**src/rtl/systolic_pkg.sv**
```systemverilog
// rtl/systolic_pkg.sv - shared types and sizing helpers for the systolic scheduler
//
// Contents:
//   sched_state_t - scheduler phase (IDLE, LOAD, COMPUTE)
//   wave_count    - wavefront steps needed to fill and drain a ROWS x COLS array
//   cnt_width     - counter width for a modulus n, never narrower than one bit
package systolic_pkg;

  typedef enum logic [1:0] {
    IDLE    = 2'd0,
    LOAD    = 2'd1,
    COMPUTE = 2'd2
  } sched_state_t;

  function automatic int wave_count(input int rows, input int cols);
    return rows + cols - 1;
  endfunction

  function automatic int cnt_width(input int n);
    return (n <= 1) ? 1 : $clog2(n);
  endfunction

endpackage

```
**src/rtl/sched_wave_counter.sv**
```systemverilog
// rtl/sched_wave_counter.sv - stage/wave counter pair with wavefront enable decode
//
// Ports:
//   clk, reset  - clock, asynchronous active-high reset
//   clear       - force both counters to zero at the next edge (wins over step)
//   step        - advance one stage cycle; counters hold when low
//   last        - current position is the final stage of the final wave
//   mask_next   - per-row multiply enables for the position the counters take next
module sched_wave_counter
  import systolic_pkg::*;
#(
  parameter int ROWS         = 2,
  parameter int COLS         = 2,
  parameter int STAGE_CYCLES = 4
) (
  input  logic            clk,
  input  logic            reset,
  input  logic            clear,
  input  logic            step,
  output logic            last,
  output logic [ROWS-1:0] mask_next
);

  localparam int W  = wave_count(ROWS, COLS);
  localparam int SW = cnt_width(STAGE_CYCLES);
  localparam int WW = cnt_width(W);

  logic [SW-1:0] stage_q, stage_d;
  logic [WW-1:0] wave_q, wave_d;
  logic          stage_end, wave_end;

  assign stage_end = (stage_q == SW'(STAGE_CYCLES - 1));
  assign wave_end  = (wave_q == WW'(W - 1));
  assign last      = stage_end && wave_end;

  // Wrapping after the last wave leaves the pair at zero, ready for the next tile.
  always_comb begin
    stage_d = stage_q;
    wave_d  = wave_q;
    if (clear) begin
      stage_d = '0;
      wave_d  = '0;
    end else if (step) begin
      if (stage_end) begin
        stage_d = '0;
        wave_d  = wave_end ? '0 : wave_q + 1'b1;
      end else begin
        stage_d = stage_q + 1'b1;
      end
    end
  end

  always_ff @(posedge clk or posedge reset) begin
    if (reset) begin
      stage_q <= '0;
      wave_q  <= '0;
    end else begin
      stage_q <= stage_d;
      wave_q  <= wave_d;
    end
  end

  // Decoded from the next wave index so the parent can register the enables.
  // Row ROWS-1-i is active for waves i .. i+COLS-1 (MSB row leads the diagonal).
  always_comb begin
    mask_next = '0;
    for (int i = 0; i < ROWS; i++) begin
      mask_next[ROWS-1-i] = (int'(wave_d) >= i) && (int'(wave_d) <= i + COLS - 1);
    end
  end

endmodule

```
**src/rtl/systolic_scheduler.sv**
```systemverilog
// rtl/systolic_scheduler.sv - tile sequencer driving weight-load and multiply-enable rows
//
// Ports:
//   clk, reset   - clock, asynchronous active-high reset
//   start        - begin a job (sampled in IDLE only), num_tiles captured with it
//   num_tiles    - number of tiles in the job
//   stall        - freeze sequencing; row strobes forced low while frozen
//   abort        - cancel the job and return to IDLE without pulses
//   busy         - job in progress (LOAD or COMPUTE)
//   load_weight  - one-hot row weight-load strobe
//   enable_mult  - per-row multiply enables (diagonal wavefront)
//   tile_idx     - current tile index, 0-based
//   tile_done    - one-cycle pulse per finished tile
//   done         - one-cycle pulse at job completion
module systolic_scheduler
  import systolic_pkg::*;
#(
  parameter int ROWS         = 2,
  parameter int COLS         = 2,
  parameter int STAGE_CYCLES = 4,
  parameter int TILE_W       = 8
) (
  input  logic              clk,
  input  logic              reset,
  input  logic              start,
  input  logic [TILE_W-1:0] num_tiles,
  input  logic              stall,
  input  logic              abort,
  output logic              busy,
  output logic [ROWS-1:0]   load_weight,
  output logic [ROWS-1:0]   enable_mult,
  output logic [TILE_W-1:0] tile_idx,
  output logic              tile_done,
  output logic              done
);

  localparam int RW = cnt_width(ROWS);

  sched_state_t      state_q, state_d;
  logic [RW-1:0]     row_q, row_d;
  logic [TILE_W-1:0] tile_d, ntiles_q, ntiles_d;
  logic              hold, wave_last, tile_end, more_tiles;
  logic [ROWS-1:0]   mask_next, lw_d, en_d;
  logic              busy_d, td_d, done_d;

  // Stall only freezes an active job; in IDLE it must not swallow the first strobe.
  assign hold     = stall && (state_q != IDLE);
  assign tile_end = (state_q == COMPUTE) && !stall && wave_last;
  // One extra bit so num_tiles = 2^TILE_W-1 terminates instead of wrapping.
  assign more_tiles = ({1'b0, tile_idx} + (TILE_W+1)'(1)) < {1'b0, ntiles_q};

  sched_wave_counter #(
    .ROWS         (ROWS),
    .COLS         (COLS),
    .STAGE_CYCLES (STAGE_CYCLES)
  ) u_wave (
    .clk       (clk),
    .reset     (reset),
    .clear     (abort || (state_q != COMPUTE)),
    .step      ((state_q == COMPUTE) && !stall),
    .last      (wave_last),
    .mask_next (mask_next)
  );

  always_ff @(posedge clk or posedge reset) begin
    if (reset) begin
      state_q     <= IDLE;
      row_q       <= '0;
      ntiles_q    <= '0;
      tile_idx    <= '0;
      busy        <= 1'b0;
      load_weight <= '0;
      enable_mult <= '0;
      tile_done   <= 1'b0;
      done        <= 1'b0;
    end else begin
      state_q     <= state_d;
      row_q       <= row_d;
      ntiles_q    <= ntiles_d;
      tile_idx    <= tile_d;
      busy        <= busy_d;
      load_weight <= lw_d;
      enable_mult <= en_d;
      tile_done   <= td_d;
      done        <= done_d;
    end
  end

  always_comb begin
    state_d  = state_q;
    row_d    = row_q;
    tile_d   = tile_idx;
    ntiles_d = ntiles_q;
    if (abort) begin
      state_d = IDLE;
      row_d   = '0;
      tile_d  = '0;
    end else begin
      case (state_q)
        IDLE: begin
          if (start && (num_tiles != '0)) begin
            state_d  = LOAD;
            row_d    = '0;
            tile_d   = '0;
            ntiles_d = num_tiles;
          end
        end
        LOAD: begin
          if (!stall) begin
            if (row_q == RW'(ROWS - 1)) begin
              state_d = COMPUTE;
              row_d   = '0;
            end else begin
              row_d = row_q + 1'b1;
            end
          end
        end
        COMPUTE: begin
          if (tile_end) begin
            if (more_tiles) begin
              state_d = LOAD;
              tile_d  = tile_idx + 1'b1;
            end else begin
              state_d = IDLE;
            end
          end
        end
        default: state_d = IDLE;
      endcase
    end
  end

  // Outputs are the registered image of the position entered at this edge.
  always_comb begin
    busy_d = (state_d != IDLE);
    lw_d   = '0;
    en_d   = '0;
    if ((state_d == LOAD) && !hold) begin
      lw_d = ROWS'(1) << row_d;
    end
    if ((state_d == COMPUTE) && !hold) begin
      en_d = mask_next;
    end
    td_d   = !abort && tile_end;
    done_d = !abort && (((state_q == IDLE) && start && (num_tiles == '0)) ||
                        (tile_end && !more_tiles));
  end

endmodule

```
**config.mk**
```make
export PLATFORM = sky130hd
export DESIGN_NAME = systolic_scheduler
export DESIGN_NICKNAME = d
export VERILOG_FILES = /design/src/rtl/systolic_pkg.sv /design/src/rtl/sched_wave_counter.sv /design/src/rtl/systolic_scheduler.sv
export SDC_FILE = /design/constraint.sdc
export NUM_CORES = 1
export LEC_CHECK = 0
export ABC_AREA = 1
export ABC_CLOCK_PERIOD_IN_PS = 2300
export CAP_MARGIN = 25
export CORE_MARGIN = 2
export CORE_UTILIZATION = 30
export DETAILED_ROUTE_END_ITERATION = 7
export SLEW_MARGIN = 20
export SYNTH_ARGS = -nofsm -noshare
export SYNTH_HDL_FRONTEND = slang
export SYNTH_SLANG_ARGS = --single-unit
```
**constraint.sdc**
```tcl
create_clock -name clk -period 2.3 [get_ports clk]
set_input_delay 0.345 -clock clk [delete_from_list [all_inputs] [get_ports clk]]
set_output_delay 0.345 -clock clk [all_outputs]
set_load 0.02 [all_outputs]
```
# Word level (Yosys, flattened, before mapping)
# Cells that the tools add are included.
[word_totals]
reg_bits = 30
output_inout_bits = 15
inputBits = 13
elab_cells = 86
[classes]
shift = 1
n_lt_le_gt_ge = 4
addsub = 5
n_mux = 26
bitwise = 1
eq_ne = 10
reduce_logical = 28
[ops]
columns = ["op", "n"]
rows = [
  ["2-to-1 mux 8 bit", 4],
  ["2-to-1 mux 2 bit", 14],
  ["one-hot mux 8 bit (2 select lines)", 1],
  ["logical AND 1 bit", 13],
  ["adder 8 x 1 -> 9 bit, second input constant", 1],
  ["< comparator 9 x 8 -> 1 bit", 1],
  ["!= test 3 bit, second input constant", 3],
  ["adder 8 x 1 -> 8 bit, second input constant", 1],
  ["equality test 2 bit, second input constant", 4],
  ["logical NOT 8 bit", 1],
  ["nonzero test 8 bit", 1],
  ["one-hot mux 2 bit (3 select lines)", 1],
  ["nonzero test 2 bit", 3],
  ["2-to-1 mux 1 bit", 5],
  ["adder 2 x 1 -> 2 bit, second input constant", 2],
  ["equality test 2 x 1 -> 1 bit, second input constant", 2],
  ["logical NOT 1 bit", 4],
  ["AND reduction 4 bit", 1],
  ["AND reduction 3 bit", 1],
  ["nonzero test 3 bit", 1],
  ["greater-or-equal comparator 2 x 1 -> 1 bit, second input constant", 1],
  ["less-or-equal comparator 2 x 1 -> 1 bit, second input constant", 1],
  ["less-or-equal comparator 2 bit, second input constant", 1],
  ["logical NOT 2 bit", 1],
  ["6 further kinds", 7],
]

# Logic depth before layout (Yosys ltp)
[depth]
depth_word = 9
mapped_depth = 16
depth_no_buf = 16

# By module
# From an unflattened synthesis, not the netlist that was laid out.
[hier_totals]
hier_cells = 214
area_unflattened_um2 = 1692.9
[modules_own_cells]
columns = ["module", "area_each_um2", "seq_area_each_um2", "n_inst", "cells_per_inst"]
rows = [
  ["systolic_scheduler", 1447.6, 650.6, 1, 183],
  ["sched_wave_counter", 245.2, 100.1, 1, 31],
]

# Worst setup path before layout
# No wires, ideal clock.
[synth_path]
kind = "register to register"
start = "register tile_idx[0]"
end = "register tile_idx[4]"
path_slack_ps = 8
period_less_slack_ps = 2292
path_stages_with_launch = 17
setup_ps = 117
path_buffers = 0
arrival_ps = 2175
cell_sequence = "dfrtp_1 > ha_1 > nand3_1 > nor2_1 > nand2_1 > xnor2_1 > ha_1 > nand2_1 > nand2_1 > nand2_1 > nand2_1 > nor2_1 > nand3_2 > nand2_4 > inv_6 > nand2_1 > nand2_1"
[synth_via]
elab_chain_len = 5
word_cells_on_any_way = 9
classes_between = "add/sub: 2; order compare: 1; eq/ne: 1; mux: 4; reduce/logical: 1"
[synth_lines]
columns = ["element", "line_no", "rtl"]
rows = [
  ["start, declared", "systolic_scheduler.sv:32", "output logic [TILE_W-1:0] tile_idx,"],
  ["start signal, assigned", "systolic_scheduler.sv:80", "tile_idx <= tile_d;"],
  ["branches (longest 5 deep; another with adder 8 x 1 -> 9 bit)", "n/a", ""],
]
# Several ways; the timed one is not identified. The select of a mux whose other input is x is not followed.
# A chain may end at the register's enable or synchronous reset.

# Worst setup path in the final report
[layout_path]
start = "register tile_idx[1]"
end = "register tile_idx[4]"
# Same word-level chain as after synthesis.

==> summary.txt <==
Run status
  – Status: complete, no violations

Setup path
  – Crit-path most repeated cell: nand2_1
  – Critical R2R Launch: tile_idx[1]$_DFFE_PP0P_
  – Critical path origin: tile_idx[1]$_DFFE_PP0P_
  – Critical Path Start Type: flop
  – Crit path max fanout: 8
  – Slowest CP cell: dfrtp_1
  – Crit-path cells: buf_4, nand3_2, nor2_2, nand4_1, xnor2_2, ha_1, and3_1, nand2_2, nand3_4, nand2_4, inv_6, nand2_1, nand2_1
  – Max incr delay on CP: 0.38 ns
  – CP Data Arrival Time: 2.42 ns
  – Crit path kind: reg -> reg
  – Worst path required time: 2.46 ns
  – Worst setup EP type: flop

Final layout
  – Layout cells sized above 1: 15.5%
  – Fill cell count: 529
  – Nets: 261
  – Post-route design area: 2210 um^2
  – Synthesis-to-finish area growth: 34.3%
  – Final Instance Count excl. Fillers: 308
  – N_diodes: 0

Synth
  – Leading area contributor after synthesis: dfrtp_1
  – Warnings from Yosys: 0
  – Synth top area share: 45.6%
  – Mapped Nets: 220
  – Sequential area share after synthesis: 45.6%
  – Library cells used by synthesis: 29
  – Post-Syn Instances: 197
  – Synthesized flop and latch total: 30
  – Cell area after synthesis: 1650 um^2
  – Synth Area per Inst: 8.36 um^2
  – Area contributors post-synth: dfrtp_1 (46%), nand2_1 (11%), ha_1 (7.6%)

Pwr
  – Total Power: 1110 uW
  – Clk pwr share: 34.8%
  – Pleak: 0.00113 uW
  – Seq pwr share: 51.4%
  – Pwr Density: 501 nW/um^2
  – Comb pwr share: 13.7%
  – Max VDD drop: 0.000366 V
  – Sw power: 280 uW
  – Pint: 827 uW
  – Switching Share: 25.3%

Routing
  – Initial DRC Count: 33
  – Initial DRT Pass Iterations: 4
  – Avg WL per Cell: 11.4 um
  – Routed via count: 1398
  – Final wirelength: 3510 um
  – Routed vias/inst: 4.54
  – Routed Antenna Nets: 0
  – Residual DRC: 0

Floorplanning
  – Core box area: 5200 um^2
  – Die ar.: 6100 um^2
  – Num rows: 26
  – I/O pins: 28
  – Initial Utilization: 31.6%
  – Die Span X: 78.1 um
  – DIE HEIGHT: 78.1 um

Clock tree
  – Htree depth: 2
  – CTS hold repair buffers: 0
  – TritonCTS clock tree: built
  – Root buf cell: clkbuf_8
  – Clk slew on worst S/H paths: 0.06 ns
  – Later-pin clock latency in the skew report: 0.28 ns
  – Num CTS Buffers: 5
  – CTS Sinks: 30
  – Clock tree buffer depth: 2

Timing
  – Relative slew slack: 71.9%
  – Pins Over Slew Limit: 0
  – Fmax: 444 MHz
  – Minimum clock period: 2.25 ns
  – Hold WS: 0.441 ns
  – Slew @ Worst Pin: 0.418 ns
  – RSZ-0062 raised after global routing: true
  – # setup viols final: 0
  – Final Cycle Share: 97.9%
  – Clock skew after layout: 0.00379 ns
  – Final hold vios: 0
  – PnR worst setup slack: 0.0487 ns

Global route
  – Vias in the first global route: 1336
  – All-Layer GR Usage: 12.6%
  – Total gr overflow: 0
  – Initial antenna violation count: 0
  – Pin count of the biggest net entering global routing: 31
  – First-pass GRT wire length: 6100 um

Placed design
  – I/O Buffers: 27
  – Pre-CTS setup slack: -0.0334 ns
  – Post-placement cell area: 2020 um^2
  – Placer Congestion: 0.817
  – Post-DP HPWL: 2570 um
  – Placed cell count: 296

Min path
  – Hold Crit Class: in -> async

Job
  – Maxcap violations: 0
cells by family after synthesis:
| kind of cell | after synthesis | synth area share (%) |
|---|---|---|
| and+or+nand+nor | 100 | 29.1 |
| xor gates and xnor gates | 6 | 3.19 |
| buffers and inverters | 34 | 8.13 |
| AOI/OAI and AO/OA | 17 | 6.38 |
| adders and majority gates | 10 | 7.60 |
| DFF | 30 | 45.6 |
stage by stage:
stage | utilization, % | setup TNS [ns]
after detailed placement | 38.8 | -0.202
after global placement | 38.8 | 0
after global routing | 42.5 | -0.925
after CTS | 40.5 | 0
final | 42.5 | 0
after floorplan | - | 0
path summary, 6_finish.rpt:
kind	endpoint	slack, ns	cells after the start
min in group clk	ntiles_q[0]$_DFFE_PP0P_	0.51	2
setup / recovery	tile_idx[4]$_DFFE_PP0P_	0.05	13
hold reg to reg	ntiles_q[0]$_DFFE_PP0P_	0.51	2
hold / removal	ntiles_q[5]$_DFFE_PP0P_	0.44	3
max in group asynchronous	tile_idx[2]$_DFFE_PP0P_	1.55	3
setup reg to reg	tile_idx[4]$_DFFE_PP0P_	0.05	13
registers in the layout (all words and copies together) (netlist names):
signal and count:
busy 1, done 1, enable_mult 2, load_weight 2, ntiles_q 8, row_q 1, state_q 2, tile_done 1
tile_idx 8, u_wave.stage_q 2, u_wave.wave_q 2
worst max-delay path, delay by kind of cell, from the launching register on:
family,cells,cell delay [ns]
and+or+nand+nor,9,1.03
DFF,1,0.38
buffers and inverters,2,0.19
xor gates and xnor gates,1,0.25
adders and majority gates,1,0.27
power groups by stage:
stage	Sequential [uW]	Clock, uW	Combinational, uW
floorplan	582	0	89.5
global route	572	427	177
CTS	569	401	153
finish	570	386	152
global placement	579	0	149
detailed placement	579	0	151
cells in the mapped netlist:
cell and number:
a21oi_1 10, o21bai_4 1, nand3_1 14, nor2_1 24, xnor2_1 2, buf_2 1, inv_6 1, o31ai_1 1
nor3_4 1, xor2_1 4, inv_2 1, nor4_1 1, nand4_1 4, dfrtp_1 30, nor3_2 1, ha_1 10
and3_1 1, nor3_1 1, inv_1 31, o21ai_2 1, nand2_1 47, o21ai_1 1, nand2_4 1, nor2_4 1
nand4_2 1, nand3_2 1, o21ai_0 3, nand4_4 1, nor3b_1 1
layout by cell type (no fill, tap or decap), types with 2 or more instances in the layout:
master / synthesis / final
a21oi_1: 10 / 10
nand2_1: 47 / 42
buf_4: 0 / 7
clkbuf_8: 0 / 5
nand4_1: 4 / 4
dfrtp_1: 30 / 29
nand3_1: 14 / 12
o21ai_0: 3 / 3
xnor2_2: 0 / 2
nand2_2: 0 / 6
nor2_1: 24 / 22
clkbuf_1: 0 / 2
nand3_4: 0 / 2
ha_1: 10 / 9
inv_1: 31 / 31
nor2_4: 1 / 2
xor2_1: 4 / 4
clkdlybuf4s50_1: 0 / 27
metal layers:
layer	wire (um)	global-route usage, %
met1	1600	16.2
met2	1760	20.6
met3	117	3.10
met4	33	4.21
met5	0	0
final cells by class:
class,count,area (um^2),share of cell area [%]
multi-input combinational,134,843,38.1
sequential,30,752,34.0
timing repair buffer,34,323,14.6
inverter,33,129,5.83
tap,70,87.6,3.96
clock buffer,7,76.3,3.45
repair_timing:
action	in CTS	in global routing
buffers inserted	0	4
resized for setup	1	16
setup endpoints to repair	10	13
pin swaps	0	14
gates cloned	0	1
Note: power is estimated with default switching activity, not from simulation.
